File: src/rtl/cim_inst_sequencer_pkg.sv
// Shared CIM instruction word layout, op classes and error codes used by the
// instruction sequencer and its field decoder.
package cim_inst_sequencer_pkg;

    localparam int OP_FIELD_WIDTH  = 5;
    localparam int INST_ADDR_WIDTH = 9;

    localparam int OP_H = 31;
    localparam int OP_L = 27;
    localparam int S1_H = 26;
    localparam int S1_L = 18;
    localparam int S2_H = 17;
    localparam int S2_L = 9;
    localparam int D1_H = 8;
    localparam int D1_L = 0;

    typedef struct packed {
        logic [OP_FIELD_WIDTH-1:0]  op;
        logic [INST_ADDR_WIDTH-1:0] s1;
        logic [INST_ADDR_WIDTH-1:0] s2;
        logic [INST_ADDR_WIDTH-1:0] d1;
    } inst_fields_t;

    // Class is the top two opcode bits.
    typedef enum logic [1:0] {
        CLS_NOP     = 2'd0,
        CLS_UNARY   = 2'd1,
        CLS_BINARY  = 2'd2,
        CLS_ILLEGAL = 2'd3
    } op_class_t;

    typedef enum logic [1:0] {
        IDLE  = 2'd0,
        RD_S1 = 2'd1,
        RD_S2 = 2'd2,
        WR_D1 = 2'd3
    } seq_state_t;

    localparam logic [1:0] ERR_NONE       = 2'd0;
    localparam logic [1:0] ERR_ILLEGAL_OP = 2'd1;
    localparam logic [1:0] ERR_ADDR_RANGE = 2'd2;

endpackage

File: src/rtl/cim_inst_field_decode.sv
// Combinational unpack of a CIM instruction word: field split, op class and
// range check of the address fields the class actually uses.
module cim_inst_field_decode
    import cim_inst_sequencer_pkg::*;
#(
    parameter int ADDR_DEPTH = 512
) (
    input  logic [31:0] inst_data,
    output inst_fields_t fields,
    output op_class_t    op_class,
    output logic [1:0]   err_code
);

    localparam logic [31:0] DEPTH_U = 32'(ADDR_DEPTH);

    logic s1_oor;
    logic s2_oor;
    logic d1_oor;

    assign fields.op = inst_data[OP_H:OP_L];
    assign fields.s1 = inst_data[S1_H:S1_L];
    assign fields.s2 = inst_data[S2_H:S2_L];
    assign fields.d1 = inst_data[D1_H:D1_L];

    assign op_class = op_class_t'(fields.op[OP_FIELD_WIDTH-1 -: 2]);

    assign s1_oor = 32'(fields.s1) >= DEPTH_U;
    assign s2_oor = 32'(fields.s2) >= DEPTH_U;
    assign d1_oor = 32'(fields.d1) >= DEPTH_U;

    // Illegal opcode wins over a range failure; NOP fields are never checked.
    always_comb begin
        err_code = ERR_NONE;
        unique case (op_class)
            CLS_ILLEGAL: err_code = ERR_ILLEGAL_OP;
            CLS_UNARY:   if (s1_oor || d1_oor) err_code = ERR_ADDR_RANGE;
            CLS_BINARY:  if (s1_oor || s2_oor || d1_oor) err_code = ERR_ADDR_RANGE;
            default:     err_code = ERR_NONE;
        endcase
    end

endmodule

File: src/rtl/cim_inst_sequencer.sv
// Accepts packed CIM instructions and expands each into RD s1, [RD s2], WR d1
// array commands; reports bad words and counts retired instructions.
module cim_inst_sequencer
    import cim_inst_sequencer_pkg::*;
#(
    parameter int ADDR_DEPTH = 512,
    parameter int ADDR_WIDTH = 9,
    parameter int CNT_WIDTH  = 16
) (
    input  logic                      clk,
    input  logic                      rst_n,
    input  logic                      inst_valid,
    output logic                      inst_ready,
    input  logic [31:0]               inst_data,
    output logic                      cmd_valid,
    input  logic                      cmd_ready,
    output logic                      cmd_we,
    output logic [ADDR_WIDTH-1:0]     cmd_addr,
    output logic [OP_FIELD_WIDTH-1:0] cmd_op,
    output logic                      cmd_last,
    output logic                      err_valid,
    output logic [1:0]                err_code,
    output logic [CNT_WIDTH-1:0]      retired_cnt
);

    seq_state_t   state_q, state_nxt;
    inst_fields_t dec_fields;
    op_class_t    dec_class;
    logic [1:0]   dec_err;
    inst_fields_t fields_q;
    inst_fields_t src;
    logic         binary_q;

    logic                      accept;
    logic                      cmd_hs;
    logic                      load;
    logic                      retire;
    logic                      err_valid_nxt;
    logic [1:0]                err_code_nxt;
    logic                      cmd_valid_nxt;
    logic                      cmd_we_nxt;
    logic                      cmd_last_nxt;
    logic [ADDR_WIDTH-1:0]     cmd_addr_nxt;
    logic [OP_FIELD_WIDTH-1:0] cmd_op_nxt;

    cim_inst_field_decode #(
        .ADDR_DEPTH (ADDR_DEPTH)
    ) u_decode (
        .inst_data (inst_data),
        .fields    (dec_fields),
        .op_class  (dec_class),
        .err_code  (dec_err)
    );

    assign inst_ready = (state_q == IDLE);
    assign accept     = inst_valid && inst_ready;
    assign cmd_hs     = cmd_valid && cmd_ready;

    always_comb begin
        state_nxt     = state_q;
        load          = 1'b0;
        retire        = 1'b0;
        err_valid_nxt = 1'b0;
        err_code_nxt  = ERR_NONE;

        unique case (state_q)
            IDLE: begin
                if (accept) begin
                    if (dec_err != ERR_NONE) begin
                        err_valid_nxt = 1'b1;
                        err_code_nxt  = dec_err;
                    end else if (dec_class == CLS_NOP) begin
                        retire = 1'b1;
                    end else begin
                        load      = 1'b1;
                        state_nxt = RD_S1;
                    end
                end
            end
            RD_S1: if (cmd_hs) state_nxt = binary_q ? RD_S2 : WR_D1;
            RD_S2: if (cmd_hs) state_nxt = WR_D1;
            WR_D1: begin
                if (cmd_hs) begin
                    state_nxt = IDLE;
                    retire    = 1'b1;
                end
            end
            default: state_nxt = IDLE;
        endcase

        // Command registers are loaded from the next state so the first
        // command appears right after acceptance and no gap follows a handshake.
        src           = load ? dec_fields : fields_q;
        cmd_valid_nxt = 1'b0;
        cmd_we_nxt    = 1'b0;
        cmd_last_nxt  = 1'b0;
        cmd_addr_nxt  = '0;
        cmd_op_nxt    = '0;
        unique case (state_nxt)
            RD_S1: begin
                cmd_valid_nxt = 1'b1;
                cmd_addr_nxt  = ADDR_WIDTH'(src.s1);
                cmd_op_nxt    = src.op;
            end
            RD_S2: begin
                cmd_valid_nxt = 1'b1;
                cmd_addr_nxt  = ADDR_WIDTH'(src.s2);
                cmd_op_nxt    = src.op;
            end
            WR_D1: begin
                cmd_valid_nxt = 1'b1;
                cmd_we_nxt    = 1'b1;
                cmd_last_nxt  = 1'b1;
                cmd_addr_nxt  = ADDR_WIDTH'(src.d1);
                cmd_op_nxt    = src.op;
            end
            default: cmd_valid_nxt = 1'b0;
        endcase
    end

    always_ff @(posedge clk or negedge rst_n) begin
        if (!rst_n) begin
            state_q     <= IDLE;
            cmd_valid   <= 1'b0;
            cmd_we      <= 1'b0;
            cmd_addr    <= '0;
            cmd_op      <= '0;
            cmd_last    <= 1'b0;
            err_valid   <= 1'b0;
            err_code    <= ERR_NONE;
            retired_cnt <= '0;
        end else begin
            state_q   <= state_nxt;
            cmd_valid <= cmd_valid_nxt;
            cmd_we    <= cmd_we_nxt;
            cmd_addr  <= cmd_addr_nxt;
            cmd_op    <= cmd_op_nxt;
            cmd_last  <= cmd_last_nxt;
            err_valid <= err_valid_nxt;
            err_code  <= err_code_nxt;
            if (retire) retired_cnt <= retired_cnt + CNT_WIDTH'(1);
        end
    end

    // Field holding registers carry data only and need no reset.
    always_ff @(posedge clk) begin
        if (load) begin
            fields_q <= dec_fields;
            binary_q <= (dec_class == CLS_BINARY);
        end
    end

endmodule

File: config.mk
export PLATFORM = sky130hd
export DESIGN_NAME = cim_inst_sequencer
export DESIGN_NICKNAME = d
export VERILOG_FILES = /design/src/rtl/cim_inst_sequencer_pkg.sv /design/src/rtl/cim_inst_field_decode.sv /design/src/rtl/cim_inst_sequencer.sv
export SDC_FILE = /design/constraint.sdc
export NUM_CORES = 1
export LEC_CHECK = 0
export BUFFER_PORTS_ARGS = -buffer_cell sky130_fd_sc_hd__buf_2
export CAP_MARGIN = 20
export CELL_PAD_IN_SITES_DETAIL_PLACEMENT = 1
export CELL_PAD_IN_SITES_GLOBAL_PLACEMENT = 2
export CORE_MARGIN = 2
export CORE_UTILIZATION = 37
export DETAILED_ROUTE_END_ITERATION = 10
export PLACE_DENSITY = 0.85
export SLEW_MARGIN = 10
export SYNTH_ARGS = -nofsm -noshare
export SYNTH_HDL_FRONTEND = slang
export SYNTH_SLANG_ARGS = --single-unit
File: constraint.sdc
create_clock -name clk -period 3.7 [get_ports clk]
set_input_delay 0.185 -clock clk [delete_from_list [all_inputs] [get_ports clk]]
set_output_delay 0.185 -clock clk [all_outputs]
set_load 0.01 [all_outputs]
* After elaboration in Yosys (flattened, before gate mapping)
Index checks and enable logic that the tools add are counted.
** Storage, ports and cells
- Logic and storage cells :: 57
- Bits in registers :: 70
- Input port bits :: 36
** Cells by class
- Muxes and demuxes :: 29
- Reduce and logical (&&, ||, !) cells :: 6
- Equal/unequal tests :: 8
- Add/sub/neg operators :: 1
** Operator list (number)
- 32-bit 2-to-1 mux :: 1
- 9-bit one-hot mux with 3 select lines :: 1
- 2-bit 2-to-1 mux :: 9
- 16-bit by 1-bit adder with 16-bit output (second input constant) :: 1
- 1-bit 2-to-1 mux :: 15
- 2-bit equality test (second input constant) :: 6
- 2-bit one-hot mux with 4 select lines :: 1
- 5-bit 2-to-1 mux :: 1
- 2-bit by 1-bit equality test with 1-bit output (second input constant) :: 2
- 2-bit logical NOT :: 2
- 3-bit OR reduction :: 1
- 1-bit logical AND :: 2
- 1-bit one-hot mux with 2 select lines :: 1
- 2-bit nonzero test :: 1

* Depth between registers and ports, before layout
- Word-level depth :: 9
- Mapped depth :: 9

* Hierarchy
A second synthesis with hierarchy kept.
** Unflattened totals
- Cell total of the unflattened synthesis :: 263
- Area, all modules :: 2995.4 sq um
** Modules (own cells, without submodules)
- cim_inst_sequencer :: times used 1, seq. area each 1596.5 sq um, cells an instance 226, area each 2722.6 sq um
- cim_inst_field_decode :: times used 1, seq. area each 0.0 sq um, cells an instance 37, area each 272.8 sq um

* Worst setup path before layout
No wires, ideal clock.
- Kind :: reg-to-reg
- Start :: register state_q[1]
- End :: register cmd_addr[2]
- Cell stages (with the launch flop) :: 10
- Setup slack :: 1.611 ns
- Arrival :: 1.952 ns
- Path through :: dfrtp_1 inv_1 ha_1 buf_6 or2_0 o32ai_2 and2_1 buf_6 buf_12 o32ai_1
** On the way
- Longest elaborated chain between the ends :: 6
** Ends and longest elaborated chain
- start, declared :: line cim_inst_sequencer.sv:26 : seq_state_t state_q, state_nxt;
- start signal, assigned :: line cim_inst_sequencer.sv:133 : state_q <= state_nxt;
- 2-bit logical NOT (*) :: line cim_inst_sequencer.sv:55 : assign inst_ready = (state_q == IDLE);
- via inst_ready :: line cim_inst_sequencer.sv:13 : output logic inst_ready,
- 1-bit logical AND :: line cim_inst_sequencer.sv:56 : assign accept = inst_valid && inst_ready;
- 2-bit 2-to-1 mux / 1-bit 2-to-1 mux (equally long branches) :: line cim_inst_sequencer.sv:68 : if (accept) begin
- 2-bit one-hot mux with 4 select lines / 1-bit 2-to-1 mux (equally long branches) :: line cim_inst_sequencer.sv:66 : unique case (state_q)
- 2-bit equality test (tied with other cells) :: line cim_inst_sequencer.sv:99 : unique case (state_nxt)
- 9-bit one-hot mux with 3 select lines (*) :: line cim_inst_sequencer.sv:99
- via cmd_addr_nxt[2] :: line cim_inst_sequencer.sv:43 : logic [ADDR_WIDTH-1:0] cmd_addr_nxt;
- end signal, assigned :: line cim_inst_sequencer.sv:136 : cmd_addr <= cmd_addr_nxt;
- end, declared :: line cim_inst_sequencer.sv:18 : output logic [ADDR_WIDTH-1:0] cmd_addr,
The timed path passes the listed nets; every way through them passes the cells marked *.
A chain may end at the register's enable or synchronous reset.

* Worst setup path after layout
- Start :: register state_q[1]
- End :: register cmd_addr[3]
** On the way
- Longest elaborated chain between the ends :: 6
** Ends and longest elaborated chain (line)
- 2-bit 2-to-1 mux / 2-bit logical NOT (equally long branches) :: cim_inst_sequencer.sv:72, cim_inst_sequencer.sv:55, cim_inst_sequencer.sv:66
- 2-bit 2-to-1 mux / 1-bit logical AND (equally long branches) :: cim_inst_sequencer.sv:69, cim_inst_sequencer.sv:56
- 2-bit 2-to-1 mux / 1-bit 2-to-1 mux (equally long branches) :: cim_inst_sequencer.sv:68
- 2-bit one-hot mux with 4 select lines / 1-bit 2-to-1 mux (equally long branches) :: cim_inst_sequencer.sv:66
- 2-bit equality test (tied with other cells) :: cim_inst_sequencer.sv:99
- 9-bit one-hot mux with 3 select lines (*) :: cim_inst_sequencer.sv:99
- via cmd_addr_nxt[3] :: cim_inst_sequencer.sv:43
Marks and branches as above.

==> results.cfg <==
[detailed_routing]
route.detailed.drc = 0
dr.first_iter.drc_count = 70
firstDrtPassIters = 4
detail_route.vias_per_cell = 4.91
drt.antenna.violating_nets = 0
totalWireLength_mm = 6.69
dr_total_vias = 2034
route.detailed.wl_per_inst_um = 16.2

[cts]
clk-insertion-delay-late_ns = 0.34
clock_sink_count = 68
cts_buffers = 9
tritoncts = built
cts.path.max_buffers = 2
clock_tree.htree_level_count = 3
cts.hold.buffers_added = 1
cts_repair_resize_count = 0
post_cts.repair.setup_buffers = 0
clk_pin_slew_ns = 0.07
cts_root_buf = clkbuf_8

[sta]
fin_skew_ns = 0.00935
report.final.hold_viol_count = 0
setup-violations-final = 0
worst_hold_slack_ns = 0.0720
worst_pin_slew_ns = 0.919
fin_tns_setup_ns = 0
finalCritPeriodShare_pct = 69.5
finalWorstSetupSlack_ns = 1.13
grt_setup_unrepaired = no
max_slew_violations = 0
relSlewSlack_pct = 38.8
finalCriticalPeriod_ns = 2.57
fmax_mhz = 389

[setup_path]
worst_setup_path_start_kind = flop
crit_path_end_kind = flop
critPathTopFamily = simple AND/OR/NAND/NOR gates
crit_path_cell_trace = inv_1, ha_1, or2_0, o32ai_2, and2_1, o32ai_1
max_stage_delay_ns = 0.62
critPathBufInv = 1
cp.required_ns = 3.89
arrival_ns = 2.76
worstPathMaxFanout = 17
path_class = flop to flop
critPathSlowestCell = and2_1

[cells_and_area]
layout_area_growth_over_synthesis_pct = 20.8
final_core_util_pct = 45.8
antennaDiodeCount = 0
non_filler_instance_count_after_layout = 414
drive_gt1_share_pct = 38.5
final_nets = 351

[power_and_ir_drop]
ir_drop_uv = 287
leak_pwr_nw = 1.72
powerDensity_nw_per_um2 = 763

[global_routing]
grt_start_max_net_pins = 36
grt.total_usage_pct = 16.2
grt_overflow_total = 0
number_of_global_route_vias_before_repair = 2079
antenna_found_initial = 0
first_pass_grt_wire_length_mm = 10.5

[placement]
place.port_buffers = 71
placed_cells = 397
gpl.final_weighted_congestion = 0.828
detailedPlacementHpwl_mm = 4.76
dp_worst_setup_slack_ns = 1.12

[floorplan]
die-area_sq_um = 8570
io-pin-count = 73
fp.dieW_um = 92.6
area_of_the_placeable_core_sq_um = 7650
start_util_pct = 37.9
placement_rows = 32
chipHeight_um = 92.6

[worst_hold_path]
min_path_type = input port to flop

[yosys]
synth_top_family_by_area = compound AO/OA/AOI/OAI gates
simple_logic_cell_fraction_of_the_synthesized_area_pct = 9.23
synth.top_cells.by_area = dfrtp_1, dfxtp_1, mux2_2
mappedNetlistNets = 278
fraction_of_synthesized_area_in_multiplexers_pct = 11.6
post_synth_num_cell_types = 44
synthesis.yosys.warnings = 0
synth_top_area_share_pct = 30.2
post_synthesis_area_per_instance_sq_um = 12.4
netlist_area_sq_um = 2900
part_of_the_yosys_area_used_for_sequential_elements_pct = 53.3
synth_async_sr_flop_share_pct = 51.5
synth_compound_area_share_pct = 12.1
post_synth_xor_area_fraction_pct = 4.53
yosys_most_used_dff = dfrtp_1
synth_edf_count = 1
synth_top_area_cell = dfrtp_1
ys_seq_elements = 68
post_synth_fa_ha_maj_area_fraction_pct = 3.45
postSynthCellCount = 234

[run_status]
run_status = complete, no violations

[job]
maxCapViolCount = 0
## report_power, final
| group | switching, W | total [W] | internal (W) |
|---|---|---|---|
| sequential | 0.000107 | 0.00113 | 0.00103 |
| clock | 0.000276 | 0.000598 | 0.000322 |
| combinational | 0.000532 | 0.000942 | 0.000410 |
## worst reg2reg max path, stage by stage, from the launching register on
cell	delay (ns)
dfrtp_1	0.50
inv_1	0.11
ha_1	0.34
or2_0	0.28
o32ai_2	0.36
and2_1	0.62
o32ai_1	0.22
## cells by family after synthesis
kind of cell | after synthesis
AND/OR/NAND/NOR | 44
adder cells (fa/ha/maj) | 8
buffers and inverters | 29
multiplexers | 31
flip-flops | 68
other | 1
AO/OA/AOI/OAI | 38
XOR/XNOR | 15
## cell usage after synthesis (all sizes together) (2+ instances only)
cell type,number
nor3,9
nand4,3
xor2,3
and2,3
nand2,8
o211ai,2
o32ai,10
mux2i,9
a21oi,10
ha,8
a2111oi,2
a21boi,6
dfrtp,35
nand3,8
inv,18
and4,2
o21ai,2
nor2,2
and3,4
xnor2,12
dfxtp,32
mux2,22
nor2b,2
buf,11
## metal layers
metal	up-vias	GRT usage (%)	part of all wire [%]
li1	965	-	-
met1	1012	20.8	45
met2	46	25.9	49
met3	11	4.15	4.2
met4	0	7.09	1.8
met5	-	0	0
## path summary, 6_finish.rpt
check | startpoint | to | slack (ns) | cells past startpoint
worst max-delay path | state_q[1] | cmd_addr[3] | 1.13 | 6
max in group asynchronous | rst_n | cmd_valid | 2.70 | 2
worst max register to register | state_q[1] | cmd_addr[3] | 1.13 | 6
min in group asynchronous | rst_n | retired_cnt[15] | 0.47 | 2
worst min-delay path | inst_data[15] | fields_q[15] | 0.07 | 3
worst min register to register | fields_q[15] | fields_q[15] | 0.47 | 2
## registers in the layout, indices dropped and copies added, names as in the netlist
| register | flops |
|---|---|
| fields_q | 32 |
| retired_cnt | 16 |
| cmd_addr | 9 |
| cmd_op | 5 |
| state_q | 2 |
| binary_q | 1 |
| cmd_last | 1 |
| cmd_valid | 1 |
| err_code | 1 |
## area by class of cell
type / count / area, sq um
tap: 102 / 128
clock buffer: 14 / 184
inverter: 18 / 67.6
timing repair buffer: 73 / 373
multi-input combinational: 137 / 1190
fill: 854 / 4140
sequential: 68 / 1550
clock inverter: 2 / 15.0
## metrics by stage
step	total power, W	instance area [sq um]
after floorplan	0.00187	2900
after global placement	0.00205	3300
after detailed placement	0.00210	3300
after CTS	0.00271	3500
after global routing	0.00285	3500
final	0.00267	3500
## placed cells by master, fill, tap and decap left out, drive strengths merged
master       count
xor2             3
a21boi           6
clkbuf          14
a21oi           10
and4bb           1
dlygate4sd3      1
inv             18
buf             72
mux2            22
nand4            3
nand3            8
o221a            1
nor2             2
mux2i            9
a2111oi          2
ha               8
clkinvlp         2
or2              1
and4             2
and3             4
nand2            8
or3b             1
o21ai            2
nor3             9
conb             1
and2             3
a211oi           1
a31o             1
o32ai           10
edfxtp           1
xnor2           12
nor2b            2
dfrtp           35
a2bb2oi          1
dfxtp           32
o221ai           1
a31oi            1
o211ai           2
Note: power is estimated with default switching activity, not from simulation.
